<file path="src/rtl/logic_unit_pipe.sv">
// Registered bitwise logic unit with an accumulator and a STAGES-deep valid-tracked output pipe.
// Optional registered Zero flag, enabled by defining LOGIC_ZERO_FLAG_EN.
module logic_unit_pipe #(
    parameter int unsigned WIDTH  = 8,
    parameter int unsigned STAGES = 1
) (
    input  logic             CLK,
    input  logic             Clr,
    input  logic             CE,
    input  logic [WIDTH-1:0] A,
    input  logic [WIDTH-1:0] B,
    input  logic [2:0]       Op,
    input  logic             Acc,
    input  logic             In_valid,
    output logic [WIDTH-1:0] Q,
    output logic             Out_valid
`ifdef LOGIC_ZERO_FLAG_EN
   ,output logic             Zero
`endif
);

    typedef enum logic [2:0] {
        OpAnd  = 3'b000,
        OpOr   = 3'b001,
        OpXor  = 3'b010,
        OpNand = 3'b011,
        OpNor  = 3'b100,
        OpXnor = 3'b101,
        OpPass = 3'b110,
        OpNot  = 3'b111
    } op_e;

    logic [WIDTH-1:0] acc_q;
    logic [WIDTH-1:0] operand_x;
    logic [WIDTH-1:0] result;
    logic             accept;

    logic [WIDTH-1:0] data_q [STAGES];
    logic [STAGES-1:0] valid_q;

    assign operand_x = Acc ? acc_q : A;
    assign accept    = CE & In_valid;

    always_comb begin
        result = '0;
        unique case (op_e'(Op))
            OpAnd:  result = operand_x & B;
            OpOr:   result = operand_x | B;
            OpXor:  result = operand_x ^ B;
            OpNand: result = ~(operand_x & B);
            OpNor:  result = ~(operand_x | B);
            OpXnor: result = ~(operand_x ^ B);
            OpPass: result = operand_x;
            OpNot:  result = ~operand_x;
        endcase
    end

    // Accumulator tracks the last accepted result regardless of Acc.
    always_ff @(posedge CLK) begin
        if (Clr) begin
            acc_q <= '0;
        end else if (accept) begin
            acc_q <= result;
        end
    end

    // Stage 0 data only loads on accept; it holds on idle cycles.
    always_ff @(posedge CLK) begin
        if (Clr) begin
            for (int k = 0; k < STAGES; k++) begin
                data_q[k] <= '0;
            end
            valid_q <= '0;
        end else if (CE) begin
            valid_q[0] <= In_valid;
            if (In_valid) begin
                data_q[0] <= result;
            end
            for (int k = 1; k < STAGES; k++) begin
                data_q[k]  <= data_q[k-1];
                valid_q[k] <= valid_q[k-1];
            end
        end
    end

    assign Q         = data_q[STAGES-1];
    assign Out_valid = valid_q[STAGES-1];

`ifdef LOGIC_ZERO_FLAG_EN
    // Flag travels with its data so it shares Q's latency and stall behaviour.
    logic [STAGES-1:0] zero_q;

    always_ff @(posedge CLK) begin
        if (Clr) begin
            zero_q <= '0;
        end else if (CE) begin
            zero_q[0] <= In_valid && (result == '0);
            for (int k = 1; k < STAGES; k++) begin
                zero_q[k] <= zero_q[k-1];
            end
        end
    end

    assign Zero = zero_q[STAGES-1];
`endif

endmodule

</file>
<file path="config.mk">
export PLATFORM = sky130hd
export DESIGN_NAME = logic_unit_pipe
export DESIGN_NICKNAME = d
export VERILOG_FILES = /design/src/rtl/logic_unit_pipe.sv
export SDC_FILE = /design/constraint.sdc
export NUM_CORES = 1
export LEC_CHECK = 0
export ABC_AREA = 1
export BUFFER_PORTS_ARGS = -buffer_cell sky130_fd_sc_hd__buf_2
export CAP_MARGIN = 20
export CORE_ASPECT_RATIO = 1.1
export CORE_MARGIN = 3
export CORE_UTILIZATION = 40
export DETAILED_ROUTE_END_ITERATION = 6
export GPL_TIMING_DRIVEN = 1
export PLACE_DENSITY = 0.7
export SLEW_MARGIN = 15
export SYNTH_ARGS = -nofsm -noshare
export SYNTH_HDL_FRONTEND = slang
export SYNTH_SLANG_ARGS = --single-unit
</file>
<file path="constraint.sdc">
create_clock -name CLK -period 4.2 [get_ports CLK]
set_clock_uncertainty 0.05 [all_clocks]
set_input_delay 0.21 -clock CLK [delete_from_list [all_inputs] [get_ports CLK]]
set_output_delay 0.21 -clock CLK [all_outputs]
set_load 0.01 [all_outputs]
</file>
# Yosys cells after proc, flatten, opt, wreduce, memory -nomap -nowiden
# Memory sizes are Yosys's and may differ from the RTL's.
# Cells that the tools add are included.
# totals
regBits	9
ram_bits	8
in_bits	24
wordCells	30
n_memories	1
# mem_list
memory	depth	width	read_ports	rd_ports_with_merged_regs	wr	line_no	text
data_q	1	8	1	0	1	38	logic [WIDTH-1:0] data_q [STAGES];
# classes
n_eq_ne	7
muxes	10
bitwise	8
n_reduce_logical	2
# ops
cell	count
case mux 8 bit (8 select lines)	1
NOT 8 bit	4
2-to-1 mux 8 bit	2
== test 3 bit (second input constant)	4
bitwise AND 8 bit	1
bitwise OR 8 bit	1
OR reduction 8 bit	1
XOR 8 bit	1
2-to-1 mux 1 bit	7
== test 3 x 2 -> 1 bit (second input constant)	2
== test 3 x 1 -> 1 bit (second input constant)	1
logical NOT 3 bit	1
bitwise AND 1 bit	1

# Depth between registers and ports, before layout
# Gate-level depths: netlist of the first run.
# logic_depth
word_depth	6
mapped_depth	13
mapped_depth_nobuf	11

# Least setup slack after synthesis of the first run
# Ideal clock, no wire load.
# synth_path
path_type	input -> register
start	in Acc
end	mem data_q[0][0] (data pin)
setup_time_ns	0.251
arrival_time_ns	1.306
t_required_ns	3.899
slack_ns	2.593
cell_stages	13
path_buffers	2
cell_sequence	buf_4 > inv_2 > buf_4 > nand2_1 > nand2_1 > ha_1 > inv_1 > nand4_1 > nand2_1 > nor2_1 > nand2_1 > nand2_1 > inv_1
# synth_between
elab_chain_cells	5
word_cells_on_any_way	10
classes_between	mux (3); bitwise (7)
# synth_lines
element	line_no	text
start: declaration	13	input logic Acc,
2-to-1 mux 8 bit *	41	assign operand_x = Acc ? acc_q : A;
XOR 8 bit (tied with other cells)	49, 52	
NOT 8 bit, on equally long branches	52, 50, 51	
case mux 8 bit (8 select lines) *	46	unique case (op_e'(Op))
2-to-1 mux 8 bit (no line) *	n/a	
end: declaration	38	
# Every way passes the cells marked *; elsewhere a longest branch is shown, timed or not.

# Final worst setup path of the first run
# Ends and elaborated chain as after synthesis.

==> run_results.csv, run 1 <==
group,metric,value,unit
outcome,outcome,"finished, final reports clean",
synthesis,avgSynthCellArea,5.94,um^2
global_routing,grt_pass1_vias,1626,
clocking,clock-sinks,17,
synthesis,synth_nets,350,
clocking,path_clk_slew,70,ps
synthesis,yosys.area.top_type,"nand2_1",
layout,final_cell_mix,"nand2_1 (140), inv_1 (57), buf_2 (32)",
clocking,cts_hold_buf,0,
route,drtIter0Drc,84,
sta,hold_slack,88.9,ps
global_routing,grt_pass1_wl,7330,um
synthesis,yosysWarnings,0,
synthesis,synth-seq-cells,17,
layout,stdcell_area,2050,um^2
clocking,cts_tree,"yes",
synthesis,synth.distinct_cells,19,
clocking,numCtsBuffers,3,
sta,final.setup.tns,0,ps
global_routing,met2_usage,0.284,
route,vias,1853,
worst_setup_path,startpoint_type,"input pin",
sta,period_share,0.403,
floorplan,start_util,0.420,
global_routing,antenna_found_initial,0,
synthesis,synth-main-ff-cell,"dfxtp_1",
placement,io_buffers,32,
clocking,root_buffer,"clkbuf_8",
placement,dp_slack,2250,ps
worst_hold_path,hold_path.class,"in -> reg",
floorplan,die_h,77.1,um
sta,tightest_slew,770,ps
floorplan,die_area,5450,um^2
clocking,cts_resized,0,
layout,final_cells,391,
pwr,vdd.ir_drop.worst,0.0990,mV
layout,nets,378,
global_routing,grt_start_max_net_pins,20,
worst_setup_path,crit_fanout,17,
flow_run,maxCapViolCount,0,
synthesis,synth_top_area_frac,0.286,
global_routing,grt_usage,0.166,
sta,final_max_slew_viol_count,0,
floorplan,die_x,70.7,um
worst_setup_path,arrival,1660,ps
route,ant_nets,0,
sta,rsz0062_at_grt,"no",
worst_setup_path,crit_required,4170,ps
sta,setup_viol_count_final,0,
sta,hold_viol,0,
sta,relSlewSlack,0.484,
clocking,h-tree-depth,1,
global_routing,grt_overflow,0,
synthesis,syn_area,1840,um^2
synthesis,synth_edf_count,8,
route,vias_per_cell,4.74,
synthesis,synthTopCellsByArea,"nand2_1 (29%), edfxtp_1 (13%), inv_1 (12%)",
floorplan,ioPinCount,33,
sta,setup_slack,2510,ps
pwr,leakage,1.33,nW
placement,hpwl,3140,um
layout,area_delta_synth_final,11.1,%
worst_setup_path,reg2reg_slack,2590,ps
placement,place.gp.congestion,0.816,
pwr,power_density,224,nW/um^2
sta,fin_crit,1690,ps
route,finalWirelength,4460,um
layout,layout-drive-gt1-share,0.145,
route,drt_pass1_iterations,5,
placement,dp_cells,387,
clocking,clk_latency,250,ps
placement,placed_cell_area,2000,um^2
worst_setup_path,end_kind,"register",
pwr,p_total,0.459,mW
worst_setup_path,worstSetupPathType,"in -> reg",
layout,diodes,0,
clocking,cts_buffer_depth,2,
floorplan,rows,25,
global_routing,use_met1,0.219,
synthesis,synthArstFlopShare,0,
global_routing,busiest_layer,"met2",
layout,fin_util,0.467,
route,wl_per_cell,11.4,um
synthesis,synth_seq_area_share,0.228,
route,drc,0,
sta,max_freq,591,MHz
global_routing,grt_use_met3,0.0105,
synthesis,synth_cells,310,
layout,layout_commonest_cell,"nand2_1",
floorplan,fp.coreArea,4380,um^2
clocking,cts_setup_buffers,0,
==> critical path, stage by stage <==
cell and delay [ps]:
buf_2 280, inv_2 210, nand2_1 100, nand2_1 70, ha_1 300, inv_1 40
nand4_1 70, nand2_1 50, nor2_1 130, nand2_1 70, nand2_1 80, inv_1 50
==> routing by layer <==
metal | up-vias | share of wire
met4 | 0 | 0.013
li1 | 995 | -
met2 | 33 | 0.46
met1 | 821 | 0.50
met3 | 4 | 0.028
met5 | - | 0
==> path summary, 6_finish.rpt <==
path	end	cells after the start	from
max reg2reg	data_q[0][0]$_SDFFCE_PN0P_	11	acc_q[0]$_SDFFE_PP0P_
min reg2reg	Out_valid$_SDFFE_PP0P_	2	Out_valid$_SDFFE_PP0P_
max	data_q[0][0]$_SDFFCE_PN0P_	12	Acc
min	Out_valid$_SDFFE_PP0P_	2	Clr
==> sequential cells by signal, indices dropped and copies added (netlist names) <==
| signal | cells |
|---|---|
| Out_valid | 1 |
| data_q | 8 |
| acc_q | 8 |
==> layout make-up <==
type,instances,area [um^2]
flip-flops and latches,17,420
inverters,63,239
multi-input cells,221,1110
fillers,490,2330
clock buffers,4,45.0
repair buffers,32,160
well taps,54,67.6
==> logic make-up (layout without fill, tap and decap cells) <==
group,count (synthesis),in the layout,synth area share
AND/OR/NAND/NOR,196,196,0.468
buffers and inverters,72,99,0.167
flip-flops,17,17,0.228
adder cells (fa/ha/maj),16,16,0.109
AO/OA/AOI/OAI,9,9,0.0286
==> synth_stat cells, types with 3 or more instances <==
cell / count
ha_1: 16
nor2_4: 5
o21ai_1: 6
edfxtp_1: 8
buf_2: 3
nor2_1: 18
inv_2: 5
dfxtp_1: 9
nand3_1: 8
nand4_1: 16
buf_4: 4
inv_1: 57
nand2_1: 140
nand3b_1: 8
==> power breakdown <==
part | switching (mW) | internal (mW) | leakage (nW)
Clock | 0.0597 | 0.0675 | 0.0228
Combinational | 0.0926 | 0.0507 | 1.15
Sequential | 0.00462 | 0.184 | 0.160
Total | 0.157 | 0.302 | 1.33
Note: power is estimated with default switching activity, not from simulation.
==> run 2, diff against run 1 <==
==> constraint.sdc (replaced) <==
create_clock -name CLK -period 1.75 [get_ports CLK]
set_clock_uncertainty 0.05 [all_clocks]
set_input_delay 0.0875 -clock CLK [delete_from_list [all_inputs] [get_ports CLK]]
set_output_delay 0.0875 -clock CLK [all_outputs]
set_load 0.01 [all_outputs]
==> run_results.csv, run 2 (synthesized netlist as in run 1, its figures left out) <==
group,metric,value,unit
outcome,outcome,"finished, final reports clean",
clocking,root_buffer,"clkbuf_8",
pwr,leakage,1.37,nW
floorplan,die_x,70.7,um
worst_setup_path,reg2reg_depth,11,
worst_setup_path,slowest_delay,350,ps
sta,relSlewSlack,0.740,
placement,hpwl,3130,um
layout,fin_util,0.480,
layout,nets,385,
layout,final_cells,398,
clocking,clk_latency,250,ps
worst_setup_path,path_buf_inv,3,
worst_setup_path,cp_top_family,"simple AND/OR/NAND/NOR gates",
sta,tightest_slew,390,ps
pwr,power_density,527,nW/um^2
route,vias,1858,
worst_setup_path,end_kind,"register",
layout,area_delta_synth_final,14.1,%
sta,fin_crit,1570,ps
worst_setup_path,startpoint_type,"register",
worst_setup_path,arrival,1540,ps
clocking,numCtsBuffers,3,
placement,io_buffers,32,
clocking,clock-sinks,17,
worst_hold_path,hold_path.class,"in -> reg",
sta,period_share,0.897,
worst_setup_path,crit_required,1720,ps
clocking,h-tree-depth,1,
clocking,cts_buffer_depth,2,
route,drt_pass1_iterations,5,
flow_run,maxCapViolCount,0,
sta,rsz0062_at_grt,"no",
floorplan,ioPinCount,33,
global_routing,grt_pass1_vias,1645,
placement,place.gp.congestion,0.862,
floorplan,start_util,0.420,
global_routing,grt_pass1_wl,7180,um
placement,dp_cells,393,
layout,layout-drive-gt1-share,0.160,
sta,setup_viol_count_final,0,
global_routing,grt_start_max_net_pins,17,
pwr,vdd.ir_drop.worst,0.191,mV
clocking,cts_tree,"yes",
floorplan,die_area,5450,um^2
worst_setup_path,crit_fanout,3,
sta,final.setup.tns,0,ps
layout,layout_commonest_cell,"nand2_1",
sta,setup_slack,181,ps
layout,diodes,0,
route,drtIter0Drc,65,
route,ant_nets,0,
clocking,path_clk_slew,70,ps
sta,hold_viol,0,
sta,final_max_slew_viol_count,0,
worst_setup_path,worstSetupPathType,"reg -> reg",
floorplan,die_h,77.1,um
global_routing,grt_overflow,0,
worst_setup_path,crit_slowest_cell,"dfxtp_1",
worst_hold_path,hold_depth,4,
placement,dp_slack,137,ps
floorplan,rows,25,
route,wl_per_cell,10.8,um
global_routing,grt_usage,0.158,
worst_setup_path,crit_chain,"inv_1 > nand2_1 > nand2_1 > ha_1 > inv_1 > nand4_1 > nand2_1 > nor2_1 > nand2_1 > nand2_1 > inv_1",
layout,final_cell_mix,"nand2_1 (140), inv_1 (57), buf_2 (32)",
route,drc,0,
route,finalWirelength,4290,um
worst_setup_path,cpMostUsedCell,"nand2_1",
route,vias_per_cell,4.67,
sta,max_freq,637,MHz
global_routing,antenna_found_initial,0,
floorplan,fp.coreArea,4380,um^2
worst_setup_path,crit_cells,11,
run 2: cell types whose count changed in the layout (fill, tap and decap cells not counted):
| cell | delta |
|---|---|
| buf_4 | +6 |
| dlygate4sd3_1 | +1 |
run 2: metrics by stage:
| stage | hold slack (ps) | cell area (um^2) | total power, mW |
|---|---|---|---|
| 2_1_floorplan | 107 | 1840 | 0.714 |
| 3_3_place_gp | 231 | 2050 | 0.808 |
| 3_5_place_dp | 231 | 2050 | 0.812 |
| 4_1_cts | 37.5 | 2100 | 1.12 |
| 5_1_grt | 62.4 | 2100 | 1.19 |
| 6_report | 39.6 | 2100 | 1.11 |
run 2: worst reg2reg max path: stages, from the launching register on:
cell and delay [ps]:
dfxtp_1 350, inv_1 50, nand2_1 50, nand2_1 80, ha_1 300, inv_1 40, nand4_1 70, nand2_1 50
nor2_1 110, nand2_1 70, nand2_1 80, inv_1 40
run 2: cell type report:
class	count	area, um^2
clock buffers	4	45.0
fillers	466	2280
inverters	63	239
multi-input cells	221	1110
flip-flops and latches	17	420
well taps	54	67.6
repair buffers	39	215
run 2: path summary, 6_finish.rpt:
path,end,slack [ps],startpoint
min,Out_valid$_SDFFE_PP0P_,40,CE
min reg2reg,Out_valid$_SDFFE_PP0P_,410,Out_valid$_SDFFE_PP0P_
max reg2reg,data_q[0][6]$_SDFFCE_PN0P_,180,acc_q[6]$_SDFFE_PP0P_
max,data_q[0][6]$_SDFFCE_PN0P_,180,acc_q[6]$_SDFFE_PP0P_
run 2: metal layers:
metal,GRT usage,vias up,share of wire
met5,0,-,0
li1,-,1008,-
met4,0.0508,0,0.0093
met3,0.0118,4,0.032
met2,0.262,34,0.48
met1,0.217,812,0.48
run 2: what timing repair did:
item / CTS / global route
buffers inserted: 0 / 0
hold buffers: 1 / 0
hold endpoints to repair: 1 / 0
gates resized for setup: 0 / 0
run 2: power breakdown:
group	internal (mW)	switching (mW)	leakage, nW	total [mW]
sequential	0.442	0.0110	0.160	0.453
combinational	0.132	0.221	1.19	0.353
clock	0.162	0.139	0.0228	0.301
==> run 3, diff against run 2 <==
--- a/config.mk
+++ b/config.mk
@@ -5,7 +5,6 @@
 export SDC_FILE = /design/constraint.sdc
 export NUM_CORES = 1
 export LEC_CHECK = 0
-export ABC_AREA = 1
 export BUFFER_PORTS_ARGS = -buffer_cell sky130_fd_sc_hd__buf_2
 export CAP_MARGIN = 20
 export CORE_ASPECT_RATIO = 1.1
@@ -13,7 +12,7 @@
 export CORE_UTILIZATION = 40
 export DETAILED_ROUTE_END_ITERATION = 6
 export GPL_TIMING_DRIVEN = 1
-export PLACE_DENSITY = 0.7
+export PLACE_DENSITY = 0.72
 export SLEW_MARGIN = 15
 export SYNTH_ARGS = -nofsm -noshare
 export SYNTH_HDL_FRONTEND = slang
==> run_results.csv, run 3 <==
group,metric,value,unit
layout,fin_util,0.541,
global_routing,grt_usage,0.167,
route,drc,0,
sta,final_max_slew_viol_count,0,
sta,setup_viol_count_final,0,
floorplan,start_util,0.424,
synthesis,synthArstFlopShare,0,
layout,area_delta_synth_final,27.7,%
synthesis,syn_area,1450,um^2
worst_setup_path,reg2reg_depth,6,
clocking,cts_tree,"yes",
synthesis,yosys.area.top_type,"edfxtp_1",
synthesis,avgSynthCellArea,9.10,um^2
floorplan,ioPinCount,33,
worst_setup_path,worstSetupPathType,"reg -> reg",
synthesis,synth_edf_count,8,
route,finalWirelength,3560,um
pwr,p_switching,0.347,mW
sta,hold_viol,0,
sta,final.setup.tns,0,ps
pwr,power_density,586,nW/um^2
pwr,power_frac_comb,0.383,
worst_hold_path,hold_depth,3,
floorplan,die_x,63.4,um
layout,layout_commonest_cell,"buf_2",
worst_hold_path,hold_path.class,"in -> reg",
pwr,leakage,0.864,nW
worst_setup_path,arrival,1710,ps
placement,placed_cell_area,1750,um^2
global_routing,antenna_found_initial,0,
pwr,p_clk_frac,0.192,
sta,relSlewSlack,0.671,
placement,io_buffers,32,
layout,stdcell_area,1850,um^2
synthesis,synth-main-ff-cell,"dfxtp_1",
worst_setup_path,crit_required,1740,ps
synthesis,synth_cells,159,
clocking,h-tree-depth,1,
outcome,outcome,"finished, final reports clean",
placement,hpwl,2620,um
synthesis,synthTopCellsByCount,"inv_1 (25), ha_1 (16), o22ai_1 (16)",
global_routing,grt_pass1_wl,6030,um
floorplan,rows,22,
layout,final_cell_mix,"buf_2 (32), inv_1 (23), buf_4 (20)",
synthesis,synth-seq-cells,17,
sta,tightest_slew,493,ps
layout,nets,248,
route,drtIter0Drc,91,
global_routing,grt_start_max_net_pins,23,
sta,period_share,0.986,
synthesis,yosysWarnings,0,
clocking,path_clk_slew,110,ps
synthesis,synth_seq_area_share,0.290,
route,vias,1401,
synthesis,synth_top_area_frac,0.166,
route,vias_per_cell,5.49,
pwr,sequentialPowerShare,0.425,
floorplan,die_area,4380,um^2
route,ant_nets,0,
flow_run,maxCapViolCount,0,
synthesis,synthTopCellsByArea,"edfxtp_1 (17%), ha_1 (14%), dfxtp_1 (12%)",
worst_setup_path,startpoint_type,"register",
sta,max_freq,579,MHz
pwr,intPower,0.735,mW
worst_setup_path,end_kind,"register",
clocking,numCtsBuffers,3,
layout,diodes,0,
clocking,clock-sinks,17,
clocking,cts_buffer_depth,2,
floorplan,fp.coreArea,3410,um^2
pwr,vdd.ir_drop.worst,0.227,mV
layout,fillCellCount,333,
clocking,clk_latency,290,ps
pwr,swShare,0.321,
sta,rsz0062_at_grt,"yes",
floorplan,die_h,69.1,um
global_routing,grt_overflow,0,
global_routing,grt_pass1_vias,1342,
placement,place.gp.congestion,0.787,
layout,layout-drive-gt1-share,0.401,
clocking,root_buffer,"clkbuf_4",
route,drt_pass1_iterations,5,
synthesis,synth_nets,199,
route,wl_per_cell,14.0,um
sta,fin_crit,1730,ps
synthesis,synth.distinct_cells,28,
worst_setup_path,crit_fanout,2,
synthesis,yosysMostFrequentCell,"inv_1",
## run 3: critical path, cell delays in order, from the launching register on
cell	delay (ps)
dfxtp_2	340
mux2i_2	170
ha_1	270
inv_1	60
o22ai_1	70
a222oi_1	380
a21oi_1	140
## run 3: power by group through the flow
| stage | Combinational, mW | Sequential (mW) | Clock [mW] |
|---|---|---|---|
| after floorplan | 0.238 | 0.474 | 0 |
| after global placement | 0.379 | 0.468 | 0 |
| after detailed placement | 0.386 | 0.467 | 0 |
| after CTS | 0.390 | 0.458 | 0.208 |
| after global routing | 0.458 | 0.464 | 0.231 |
| final | 0.414 | 0.460 | 0.208 |
## run 3: cell families (layout without fill, tap and decap cells)
| logic type | after synthesis | count (layout) | share of synthesized area |
|---|---|---|---|
| AOI/OAI and AO/OA | 57 | 57 | 0.258 |
| xor gates and xnor gates | 8 | 8 | 0.0484 |
| adders and majority gates | 16 | 16 | 0.138 |
| buffers and inverters | 36 | 84 | 0.121 |
| DFF | 17 | 17 | 0.290 |
| muxes | 9 | 9 | 0.0830 |
| and+or+nand+nor | 16 | 16 | 0.0605 |
## run 3: cell type report
class	count	area (um^2)	share of cell area
Inverter	26	97.6	0.0528
Tap cell	48	60.1	0.0325
Sequential cell	17	430	0.233
Clock inverter	1	5.00	0.00271
Multi-Input combinational cell	106	892	0.483
Timing Repair Buffer	54	340	0.184
Clock buffer	3	22.5	0.0122
## run 3: worst paths after layout
path	slack, ps	endpoint	start
hold reg to reg	450	acc_q[3]$_SDFFE_PP0P_	acc_q[3]$_SDFFE_PP0P_
hold / removal	30	Out_valid$_SDFFE_PP0P_	In_valid
setup reg to reg	20	data_q[0][5]$_SDFFCE_PN0P_	acc_q[5]$_SDFFE_PP0P_
setup / recovery	20	data_q[0][5]$_SDFFCE_PN0P_	acc_q[5]$_SDFFE_PP0P_
## run 3: what timing repair did
action / in CTS / in global routing
endpoints found under the hold margin: 1 / 0
hold buffers: 1 / 0
gates resized for setup: 0 / 16
setup endpoints to repair: 0 / 12
setup buffers: 0 / 2
## run 3: routing by layer
layer,up-vias,part of all wire,GRT usage
met1,650,0.44,0.250
met2,76,0.46,0.248
met4,0,0.015,0.0600
met3,4,0.083,0.0130
li1,671,-,-
met5,-,0,0
## run 3: through the flow
stage	hold WS (ps)	cells	power (mW)	setup slack, ps
4_1_cts	34.8	253	1.06	16.9
5_1_grt	63.7	255	1.15	-87.2
6_report	28.6	255	1.08	23.9
3_5_place_dp	237	248	0.853	-55.3
3_3_place_gp	243	248	0.846	-58.6
2_1_floorplan	110	159	0.712	152
